### src/rtl/field_serializer.sv
// field_serializer
//
// Purpose:
//   Accepts a packed word of FIELDS fields, each FIELD_W bits, over a
//   valid/ready handshake and emits the fields one per cycle on a narrow
//   valid/ready output. Each beat carries its natural field index and a
//   last flag. The word is captured into a holding register, so outputs
//   never depend combinationally on in_valid/in_data. The last beat of a
//   word can overlap acceptance of the next word, which gives full
//   throughput on back-to-back words.
//
// Parameters:
//   FIELD_W   - width of one field in bits (>= 1)
//   FIELDS    - number of fields per input word (>= 1)
//   MSB_FIRST - 0: field 0 is emitted first; 1: field FIELDS-1 is emitted first
//   IDX_W     - derived index width, $clog2(FIELDS) with a minimum of 1
//
// Ports:
//   clk       in   clock, rising edge
//   reset     in   synchronous active-high reset
//   in_valid  in   in_data holds a word
//   in_ready  out  block accepts a word this cycle
//   in_data   in   packed word, field i = in_data[i*FIELD_W +: FIELD_W]
//   out_valid out  out_data holds a field
//   out_ready in   consumer takes the field this cycle
//   out_data  out  current field
//   out_index out  natural index of the current field
//   out_last  out  current beat is the final field of the word

module field_serializer #(
  parameter  int FIELD_W   = 2,
  parameter  int FIELDS    = 2,
  parameter  int MSB_FIRST = 0,
  localparam int IDX_W     = (FIELDS > 1) ? $clog2(FIELDS) : 1
) (
  input  logic                        clk,
  input  logic                        reset,
  input  logic                        in_valid,
  output logic                        in_ready,
  input  logic [FIELDS*FIELD_W-1:0]   in_data,
  output logic                        out_valid,
  input  logic                        out_ready,
  output logic [FIELD_W-1:0]          out_data,
  output logic [IDX_W-1:0]            out_index,
  output logic                        out_last
);

  localparam logic [IDX_W-1:0] LAST_CNT = IDX_W'(FIELDS - 1);

  typedef enum logic {
    IDLE = 1'b0,
    EMIT = 1'b1
  } state_t;

  state_t                      state_q, state_d;
  logic [FIELDS*FIELD_W-1:0]   hold_q,  hold_d;
  logic [IDX_W-1:0]            cnt_q,   cnt_d;

  logic                        busy;
  logic                        last_beat;
  logic                        in_hs;
  logic [IDX_W-1:0]            index;

  assign busy      = (state_q == EMIT);
  assign last_beat = busy && (cnt_q == LAST_CNT);

  // cnt always counts emission order; index translates it to the natural
  // field number so downstream logic never has to know the emit order.
  always_comb begin
    index = cnt_q;
    if (MSB_FIRST != 0) begin
      index = LAST_CNT - cnt_q;
    end
  end

  // Outputs are driven purely from registered state (plus out_ready for
  // in_ready), never from in_data.
  assign out_valid = busy;
  assign out_last  = last_beat;
  assign out_index = index;
  assign out_data  = hold_q[index*FIELD_W +: FIELD_W];

  // A new word can be taken when idle, or when the final beat of the
  // current word leaves this cycle; the latter removes the bubble between
  // back-to-back words.
  assign in_ready = !reset && (!busy || (out_ready && last_beat));
  assign in_hs    = in_valid && in_ready;

  always_comb begin
    state_d = state_q;
    hold_d  = hold_q;
    cnt_d   = cnt_q;

    unique case (state_q)
      IDLE: begin
        if (in_hs) begin
          hold_d  = in_data;
          cnt_d   = '0;
          state_d = EMIT;
        end
      end

      EMIT: begin
        if (out_ready) begin
          if (!last_beat) begin
            cnt_d = cnt_q + IDX_W'(1);
          end else if (in_hs) begin
            hold_d = in_data;
            cnt_d  = '0;
          end else begin
            // cnt stays at the final value; it is reloaded on the next accept.
            state_d = IDLE;
          end
        end
      end

      default: begin
        state_d = IDLE;
      end
    endcase
  end

  always_ff @(posedge clk) begin
    if (reset) begin
      state_q <= IDLE;
      hold_q  <= '0;
      cnt_q   <= '0;
    end else begin
      state_q <= state_d;
      hold_q  <= hold_d;
      cnt_q   <= cnt_d;
    end
  end

endmodule

### config.mk
export PLATFORM = sky130hd
export DESIGN_NAME = field_serializer
export DESIGN_NICKNAME = d
export VERILOG_FILES = /design/src/rtl/field_serializer.sv
export SDC_FILE = /design/constraint.sdc
export NUM_CORES = 1
export LEC_CHECK = 0
export ABC_AREA = 1
export BUFFER_PORTS_ARGS = -buffer_cell sky130_fd_sc_hd__buf_4
export CAP_MARGIN = 20
export CELL_PAD_IN_SITES_DETAIL_PLACEMENT = 1
export CELL_PAD_IN_SITES_GLOBAL_PLACEMENT = 2
export CORE_MARGIN = 8
export CORE_UTILIZATION = 22
export CTS_CLUSTER_SIZE = 40
export DETAILED_ROUTE_END_ITERATION = 8
export PLACE_DENSITY_LB_ADDON = 0.1
export SYNTH_ARGS = -nofsm -noshare
export SYNTH_HDL_FRONTEND = slang
export SYNTH_SLANG_ARGS = --single-unit
### constraint.sdc
create_clock -name clk -period 1.4 [get_ports clk]
set_input_delay 0.28 -clock clk [delete_from_list [all_inputs] [get_ports clk]]
set_output_delay 0.28 -clock clk [all_outputs]
set_load 0.01 [all_outputs]
==> results of run 1 <==
[registers in the layout (all words and copies together) (netlist names)]
signal and cells:
hold_q 4, out_index 1, out_valid 1
[worst max-delay path: cells and delay by family (launching register included)]
family / cells / cell delay [ns]
flip-flops: 1 / 0.41
AND/OR/NAND/NOR: 1 / 0.10
buffers and inverters: 1 / 0.14
AO/OA/AOI/OAI: 1 / 0.14
[cells in the mapped netlist]
library cell	n	share of area (%)
nand2_1	12	15
inv_1	8	9.7
dfxtp_1	6	39
nand4_1	5	10
nor2_1	5	6.0
a21oi_1	3	4.8
o21ai_0	2	3.2
buf_2	1	1.6
nand2_2	1	2.0
nand2_4	1	3.6
nand3_4	1	5.6
[through the flow]
stage                     power, mW  hold slack (ns)  cell area (um^2)
after global routing         0.4790           0.2761             445.4
final                        0.4468           0.2695             445.4
after CTS                    0.4576           0.2663             445.4
after detailed placement     0.2877           0.5207             421.7
after global placement       0.2836           0.5090             421.7
after floorplan              0.2399           0.4140             310.3
[final cells by class]
class                      count  area (um^2)
multi-input combinational     30        155.1
tap                           15        18.77
clock buffer                   3        22.52
sequential                     6        121.4
inverter                       8        30.03
fill                         180        872.1
timing repair buffer          13        97.59
[power by group]
part           switching [mW]  total, mW  internal [mW]
registers              0.0117      0.196          0.184
clock network          0.0666      0.164         0.0973
logic                  0.0452     0.0870         0.0418
total                   0.123      0.447          0.323
[cells by family after synthesis]
| kind of cell | synth area share, % |
|---|---|
| buffers and inverters | 11.29 |
| and+or+nand+nor | 41.94 |
| AOI/OAI and AO/OA | 8.063 |
| DFF | 38.71 |
[metal layers]
metal	global-route usage (%)	up-vias	wire length (um)
met5	0	-	0
met4	3.782	0	6
met3	3.030	2	60
met1	7.344	155	388
met2	11.13	9	472
li1	-	174	-
[cells in the final DEF, fill, tap and decap left out]
master / instances
nand2_2: 1
nand2_4: 1
dfxtp_1: 5
nand2_1: 12
nand3_4: 1
nand4_1: 5
buf_4: 13
clkbuf_4: 3
nor2_1: 5
a21oi_1: 3
o21ai_0: 2
inv_1: 8
dfxtp_2: 1
[what timing repair did]
action | CTS | global route
gates resized for setup | 1 | 0
setup endpoints to repair | 1 | 0
hold endpoints to repair | 0 | 0
setup buffers | 0 | 0
[path summary, 6_finish.rpt]
path                                 from   endpoint  slack (ns)  cells after the start
worst max register to register  out_index  hold_q[1]        0.45                      5
worst min-delay path                reset  out_valid        0.27                      2
worst max-delay path            out_index   in_ready        0.09                      3
worst min register to register  hold_q[3]  hold_q[3]        0.52                      4
==> metrics.yaml, run 1 <==
hold_path.class: "in2reg"
leakagePower_nw: 0.2285
setup_viol: 0
grt_pass1_wl_um: 1428
synth_cell_type_count: 11
final.setup.tns_ns: 0
slew_violations: 0
yosysSeqAreaShare_pct: 38.71
path_cells: "nand2_2 -> a21oi_1 -> buf_4"
drc_errors: 0
core_um2: 1318
routed_wl_um: 927
wire_per_inst_um: 12.36
gr-total-overflow: 0
synth_seq_cells: 6
hold_viol: 0
drive_above_1_share_pct: 33.33
antenna_found_initial: 0
gp_congestion: 0.7587
worstPathRequired_ns: 1.12
worst_slack_ns: 0.08543
vias: 340
timing.final.crit_share_pct: 93.90
yosys_warnings: 0
slew_headroom_pct: 84.39
skew_ns: 0.009105
dp_hpwl_um: 756.4
crit_path_end_kind: "output pin"
maxCapViolCount: 0
outcome: "complete, no violations"
drt-initial-drc-count: 3
nets: 70
rows: 13
crit_slowest_cell: "dfxtp_2"
drtAntennaViolNets: 0
min_period_ns: 1.315
htreeDepth: 1
via_per_inst: 4.533
numCtsBuffers: 3
io_pins: 14
area_delta_synth_final_pct: 43.55
cts_hold_buf: 0
clk_pin_slew_worst_paths_ns: 0.05
crit_path_start_kind: "register"
n_antenna_cell: 0
cts_root_buf: "clkbuf_4"
fmax_mhz: 760.7
placedCellCount: 72
power_density_nw_per_um2: 1003
cts.sinks: 6
track_usage_pct: 6.862
die_h_um: 53.56
avgSynthCellArea_um2: 6.896
final_cells: 75
syn_nets: 53
port_buffers: 13
worstMarginPinSlew_ns: 0.2338
netlist_area_um2: 310.3
critPathMaxFanout: 9
path_class: "reg2out"
grt_setup_unrepaired: "false"
synthCells: 45
clk_latency_ns: 0.25
grt_max_degree: 10
grt_pass1_vias: 352
cpPeakStageDelay_ns: 0.41
utilization_pct: 33.81
clockBufferDepth: 2
dieArea_um2: 2868
drtPass1Iterations: 3
worst_ir_drop_vdd_uv: 330.0
worst_ep_arrival_time_ns: 1.03
fp.dieW_um: 53.56
tritoncts: "yes"
start_util_pct: 23.55
pre_cts_ws_ns: 0.2328
(Power assumes the default switching activity.)
==> inputs of run 2 (changes only) <==
Settings changed: CORE_UTILIZATION 22 to 18.
Clock period 1.4 ns to 1.15 ns, I/O delays scaled along.
==> run 2 against run 1 <==
The run now ends with negative setup slack left. Count of clock-buffer cells in the layout is the same. Core utilization shrank 5.2 points. Largest cell class unchanged. Sequential share of layout area shrank 1.1 points. Highest routed layer unchanged. Critical path type unchanged. Largest power group unchanged.
==> metrics.yaml, run 2 (same netlist as run 1, synthesis figures left out) <==
grt_setup_unrepaired: "true"  # was false
r2r_start: "out_index"  # unchanged
track_usage_pct: 6.594  # was 6.862%
via_per_inst: 4.316  # was 4.533
nets: 72  # was 70
regMostFlops: "hold_q"  # unchanged
vias: 341  # was 340
power_density_nw_per_um2: 1154  # was 1003 nW/um^2
io_pins: 14  # unchanged
hold_path.class: "in2reg"  # unchanged
clk_latency_ns: 0.24  # was 0.25 ns
worst_setup_path_endpoint: "in_ready"  # unchanged
fp.dieW_um: 57.52  # was 53.56 um
drtPass1Iterations: 2  # was 3
start_util_pct: 18.58  # was 23.55%
grt_pass1_wl_um: 1676  # was 1428 um
hold_viol: 0  # unchanged
drtAntennaViolNets: 0  # unchanged
timing.final.crit_share_pct: 101.4
holdWs_ns: 0.2193  # was 0.2695 ns
slew_violations: 0  # unchanged
drc_errors: 0  # unchanged
wire_per_inst_um: 11.65  # was 12.36 um
setup_viol: 1  # was 0
leakagePower_nw: 0.2474  # was 0.2285 nW
core_um2: 1670  # was 1318 um^2
slew_headroom_pct: 85.16  # was 84.39%
gp_congestion: 0.6683  # was 0.7587
fmax_mhz: 857.9
maxCapViolCount: 0  # unchanged
r2r_cells: 6  # was 5
drt-initial-drc-count: 3  # unchanged
grt_pass1_vias: 383  # was 352
failed_checks: "negative setup slack"
drive_above_1_share_pct: 40.32  # was 33.33%
clk_pin_slew_worst_paths_ns: 0.05  # about the same
crit_path_end_kind: "output pin"  # unchanged
htreeDepth: 1  # unchanged
tritoncts: "yes"  # unchanged
r2r_slack_ns: 0.15  # was 0.45 ns
cts_hold_buf: 0  # unchanged
outcome: "finished with violations"  # was complete, no violations
routed_wl_um: 920  # was 927 um
rows: 15  # was 13
reg2reg_to: "hold_q[3]"  # was hold_q[1]
gr-total-overflow: 0  # unchanged
worst_ir_drop_vdd_uv: 357.3  # was 330.0 uV
layout_commonest_cell: "buf_4"  # unchanged
path_class: "reg2out"  # unchanged
most-common-layout-cells: "15 x buf_4, 11 x nand2_1, 8 x inv_1, 5 x nor2_1, 5 x nand4_1"  # was 13 x buf_4, 12 x nand2_1, 8 x inv_1
dp_hpwl_um: 702.7  # was 756.4 um
die_h_um: 57.52  # was 53.56 um
cts_root_buf: "clkbuf_4"  # unchanged
design_area_um2: 478.0  # was 445.4 um^2
p_total_mw: 0.5514  # was 0.4468 mW
min_period_ns: 1.166
n_antenna_cell: 0  # unchanged
worst_ep_arrival_time_ns: 0.94  # was 1.03 ns
timing.critical_path.from: "out_index"  # unchanged
port_buffers: 13  # unchanged
grt_max_degree: 9  # was 10
largest_reg_flops: 4  # unchanged
skew_ns: 0.003835  # was 0.009105 ns
cts.sinks: 6  # unchanged
critPathMaxFanout: 8  # was 9
area_delta_synth_final_pct: 54.03  # was 43.55%
numCtsBuffers: 3  # unchanged
dieArea_um2: 3309  # was 2868 um^2
clockBufferDepth: 2  # unchanged
antenna_found_initial: 0  # unchanged
crit_path_start_kind: "register"  # unchanged
worst_slack_ns: -0.01563  # was 0.08543 ns
worstMarginPinSlew_ns: 0.2224  # was 0.2338 ns
placed_area_um2: 431.7  # was 421.7 um^2
worstPathRequired_ns: 0.92  # was 1.12 ns
## run 2: cell types whose count changed in the layout (fill, tap and decap cells not counted), sizes merged
cell,before,now
buf,13,15
## run 2: cell type report
class | instances | area [um^2]
Fill cell | 213 | 1192
Clock buffer | 3 | 22.52
Inverter | 8 | 30.03
Tap cell | 17 | 21.27
Sequential cell | 6 | 125.1
Multi-Input combinational cell | 30 | 166.4
Timing Repair Buffer | 15 | 112.6
## run 2: per-stage QoR
| stage | setup TNS, ns | setup WS [ns] | std cells | utilization, % |
|---|---|---|---|---|
| 4_1_cts | -0.08649 | -0.04757 | 78 | 27.72 |
| 6_report | -0.01563 | -0.01563 | 79 | 28.61 |
| 5_1_grt | -0.1426 | -0.06737 | 79 | 28.61 |
| 3_3_place_gp | 0 | 0.09778 | 75 | 25.84 |
| 3_5_place_dp | 0 | 0.07242 | 75 | 25.84 |
| 2_1_floorplan | 0 | 0.1059 | 45 | - |
## run 2: worst min path at each step
stage | from | end | slack (ns) | depth (start not counted)
CTS | reset | out_valid | 0.22 | 2
global placement | reset | out_valid | 0.48 | 2
global route | reset | out_valid | 0.24 | 2
detailed placement | reset | out_valid | 0.48 | 2
finish | reset | out_valid | 0.22 | 2
floorplan | in_valid | out_valid | 0.36 | 2
## run 2: per-layer routing
metal,track usage [%],vias up,part of all wire [%]
met4,5.357,0,0.65
met2,8.682,14,43
met5,0,-,0
met1,8.060,147,50
met3,2.691,2,6.5
li1,-,178,-
## run 2: what timing repair did
item | 4_1_cts | 5_1_grt
gates resized for setup | 5 | 3
setup buffers | 0 | 1
endpoints found under the setup margin | 5 | 3
pin swaps | 0 | 1
## run 2: where the power goes
part | internal [mW] | total, mW | leakage (nW) | switching, mW
combinational | 0.0574 | 0.115 | 0.183 | 0.0574
sequential | 0.224 | 0.239 | 0.0504 | 0.0152
clock | 0.118 | 0.198 | 0.0138 | 0.0793
total | 0.400 | 0.551 | 0.247 | 0.152
## run 2: worst max-delay path, stage by stage (launching register included)
cell	delay (ns)
dfxtp_4	0.40
nand2_4	0.06
a21oi_2	0.11
buf_4	0.13
==> inputs of run 3 (changes only) <==
Settings changed: PLACE_DENSITY set to 0.61, PLACE_DENSITY_LB_ADDON 0.1 to not set.
==> run 3 against run 2 <==
The flow still finishes with violations (negative setup slack). Sequential share of layout area increased by 0.95 points. Critical path depth unchanged. Global-route usage increased by 0.15 points. Largest power group unchanged.
==> metrics.yaml, run 3 (same netlist as run 1, synthesis figures left out) <==
grt_pass1_vias: 360  # was 383
cts_hold_buf: 0  # unchanged
drc_errors: 0  # unchanged
fp.dieW_um: 57.52  # unchanged
path_class: "reg2out"  # unchanged
htreeDepth: 1  # unchanged
maxCapViolCount: 0  # unchanged
grt_max_degree: 9  # unchanged
nets: 71  # was 72
setup_viol: 1  # unchanged
failed_checks: "negative setup slack"  # unchanged
cts_root_buf: "clkbuf_4"  # unchanged
slew_headroom_pct: 84.02  # was 85.16%
worstMarginPinSlew_ns: 0.2394  # was 0.2224 ns
core_um2: 1670  # unchanged
fmax_mhz: 853.9  # was 857.9 MHz
worst_ep_arrival_time_ns: 0.94  # about the same
clockBufferDepth: 2  # unchanged
most-common-layout-cells: "14 x buf_4, 12 x nand2_1, 8 x inv_1, 5 x nor2_1, 5 x nand4_1"  # was 15 x buf_4, 11 x nand2_1, 8 x inv_1, 5 x nor2_1, 5 x nand4_1
hold_path.class: "in2reg"  # unchanged
gr-total-overflow: 0  # unchanged
start_util_pct: 18.58  # unchanged
holdWs_ns: 0.2132  # was 0.2193 ns
via_per_inst: 4.308  # was 4.316
clk_pin_slew_worst_paths_ns: 0.05  # about the same
vias: 336  # was 341
skew_ns: 0.004615  # was 0.003835 ns
gp_congestion: 0.6698  # was 0.6683
clk_latency_ns: 0.25  # was 0.24 ns
largest_reg_flops: 4  # unchanged
port_buffers: 13  # unchanged
drive_above_1_share_pct: 37.70  # was 40.32%
drt-initial-drc-count: 0  # was 3
critPathMaxFanout: 8  # unchanged
dp_hpwl_um: 768.7  # was 702.7 um
regMostFlops: "hold_q"  # unchanged
crit_path_start_kind: "register"  # unchanged
io_pins: 14  # unchanged
wire_per_inst_um: 12.87  # was 11.65 um
n_antenna_cell: 0  # unchanged
drtAntennaViolNets: 0  # unchanged
hold_viol: 0  # unchanged
routed_wl_um: 1004  # was 920 um
dieArea_um2: 3309  # unchanged
drtPass1Iterations: 1  # was 2
area_delta_synth_final_pct: 51.61  # was 54.03%
grt_setup_unrepaired: "true"  # unchanged
cts.sinks: 6  # unchanged
outcome: "finished with violations"  # unchanged
rows: 15  # unchanged
power_density_nw_per_um2: 1180  # was 1154 nW/um^2
crit_path_end_kind: "output pin"  # unchanged
tritoncts: "yes"  # unchanged
leakagePower_nw: 0.2427  # was 0.2474 nW
layout_commonest_cell: "buf_4"  # unchanged
track_usage_pct: 6.740  # was 6.594%
utilization_pct: 28.16  # was 28.61%
worst_slack_ns: -0.02117  # was -0.01563 ns
worstPathRequired_ns: 0.92  # about the same
min_period_ns: 1.171  # was 1.166 ns
timing.final.crit_share_pct: 101.8  # was 101.4%
slew_violations: 0  # unchanged
worst_ir_drop_vdd_uv: 315.0  # was 357.3 uV
grt_pass1_wl_um: 1600  # was 1676 um
numCtsBuffers: 3  # unchanged
die_h_um: 57.52  # unchanged
antenna_found_initial: 0  # unchanged
==> run 3: cell count changes in the layout (fill, tap and decap cells not counted) <==
cell	delta
buf_4	-1
dfxtp_2	-1
dfxtp_4	+1
nand2_1	+1
nand2_2	-1
==> run 3: cell type report <==
cell class | instances | area (um^2)
Clock buffer | 3 | 22.52
Fill cell | 211 | 1200
Tap cell | 17 | 21.27
Inverter | 8 | 30.03
Multi-Input combinational cell | 30 | 163.9
Timing Repair Buffer | 14 | 105.1
Sequential cell | 6 | 127.6
==> run 3: path summary, 6_finish.rpt <==
kind         cells past startpoint   endpoint      start  slack, ns
min                              2  out_valid      reset       0.21
max reg2reg                      5  hold_q[3]  out_index       0.27
max                              3   in_ready  out_index      -0.02
min reg2reg                      4  hold_q[1]  hold_q[1]       0.53
==> run 3: repair_timing <==
action / in CTS / in global routing
setup endpoints to repair: 4 / 4
resized for setup: 7 / 1
gates cloned: 0 / 0
buffers inserted: 1 / 0
==> run 3: critical path, cell delays in order (launching register included) <==
cell     delay, ns
dfxtp_4       0.39
nand2_4       0.07
a21oi_2       0.12
buf_4         0.13
==> run 3: per-stage QoR <==
| step | std cells | setup slack [ns] | TNS (ns) | cell area (um^2) | power, mW |
|---|---|---|---|---|---|
| global route | 78 | -0.06047 | -0.1411 | 470.5 | 0.5880 |
| CTS | 78 | -0.03725 | -0.04611 | 467.9 | 0.5695 |
| detailed placement | 74 | 0.04560 | 0 | 424.2 | 0.3515 |
| finish | 78 | -0.02117 | -0.02117 | 470.5 | 0.5549 |
| global placement | 74 | 0.07521 | 0 | 424.2 | 0.3522 |
| floorplan | 45 | 0.1059 | 0 | 310.3 | 0.2920 |
==> run 3: report_power, final <==
group	switching (mW)	internal (mW)	total, mW
Clock	0.0851	0.119	0.204
Combinational	0.0586	0.0554	0.114
Sequential	0.0143	0.223	0.237
==> run 3: per-layer routing <==
metal | part of all wire (%) | wire length, um | vias up | GRT usage (%)
met2 | 52 | 518 | 5 | 9.807
met4 | 2.1 | 21 | 0 | 7.500
met5 | 0 | 0 | - | 0
li1 | - | - | 177 | -
met1 | 45 | 450 | 152 | 6.827
met3 | 1.2 | 12 | 2 | 2.691
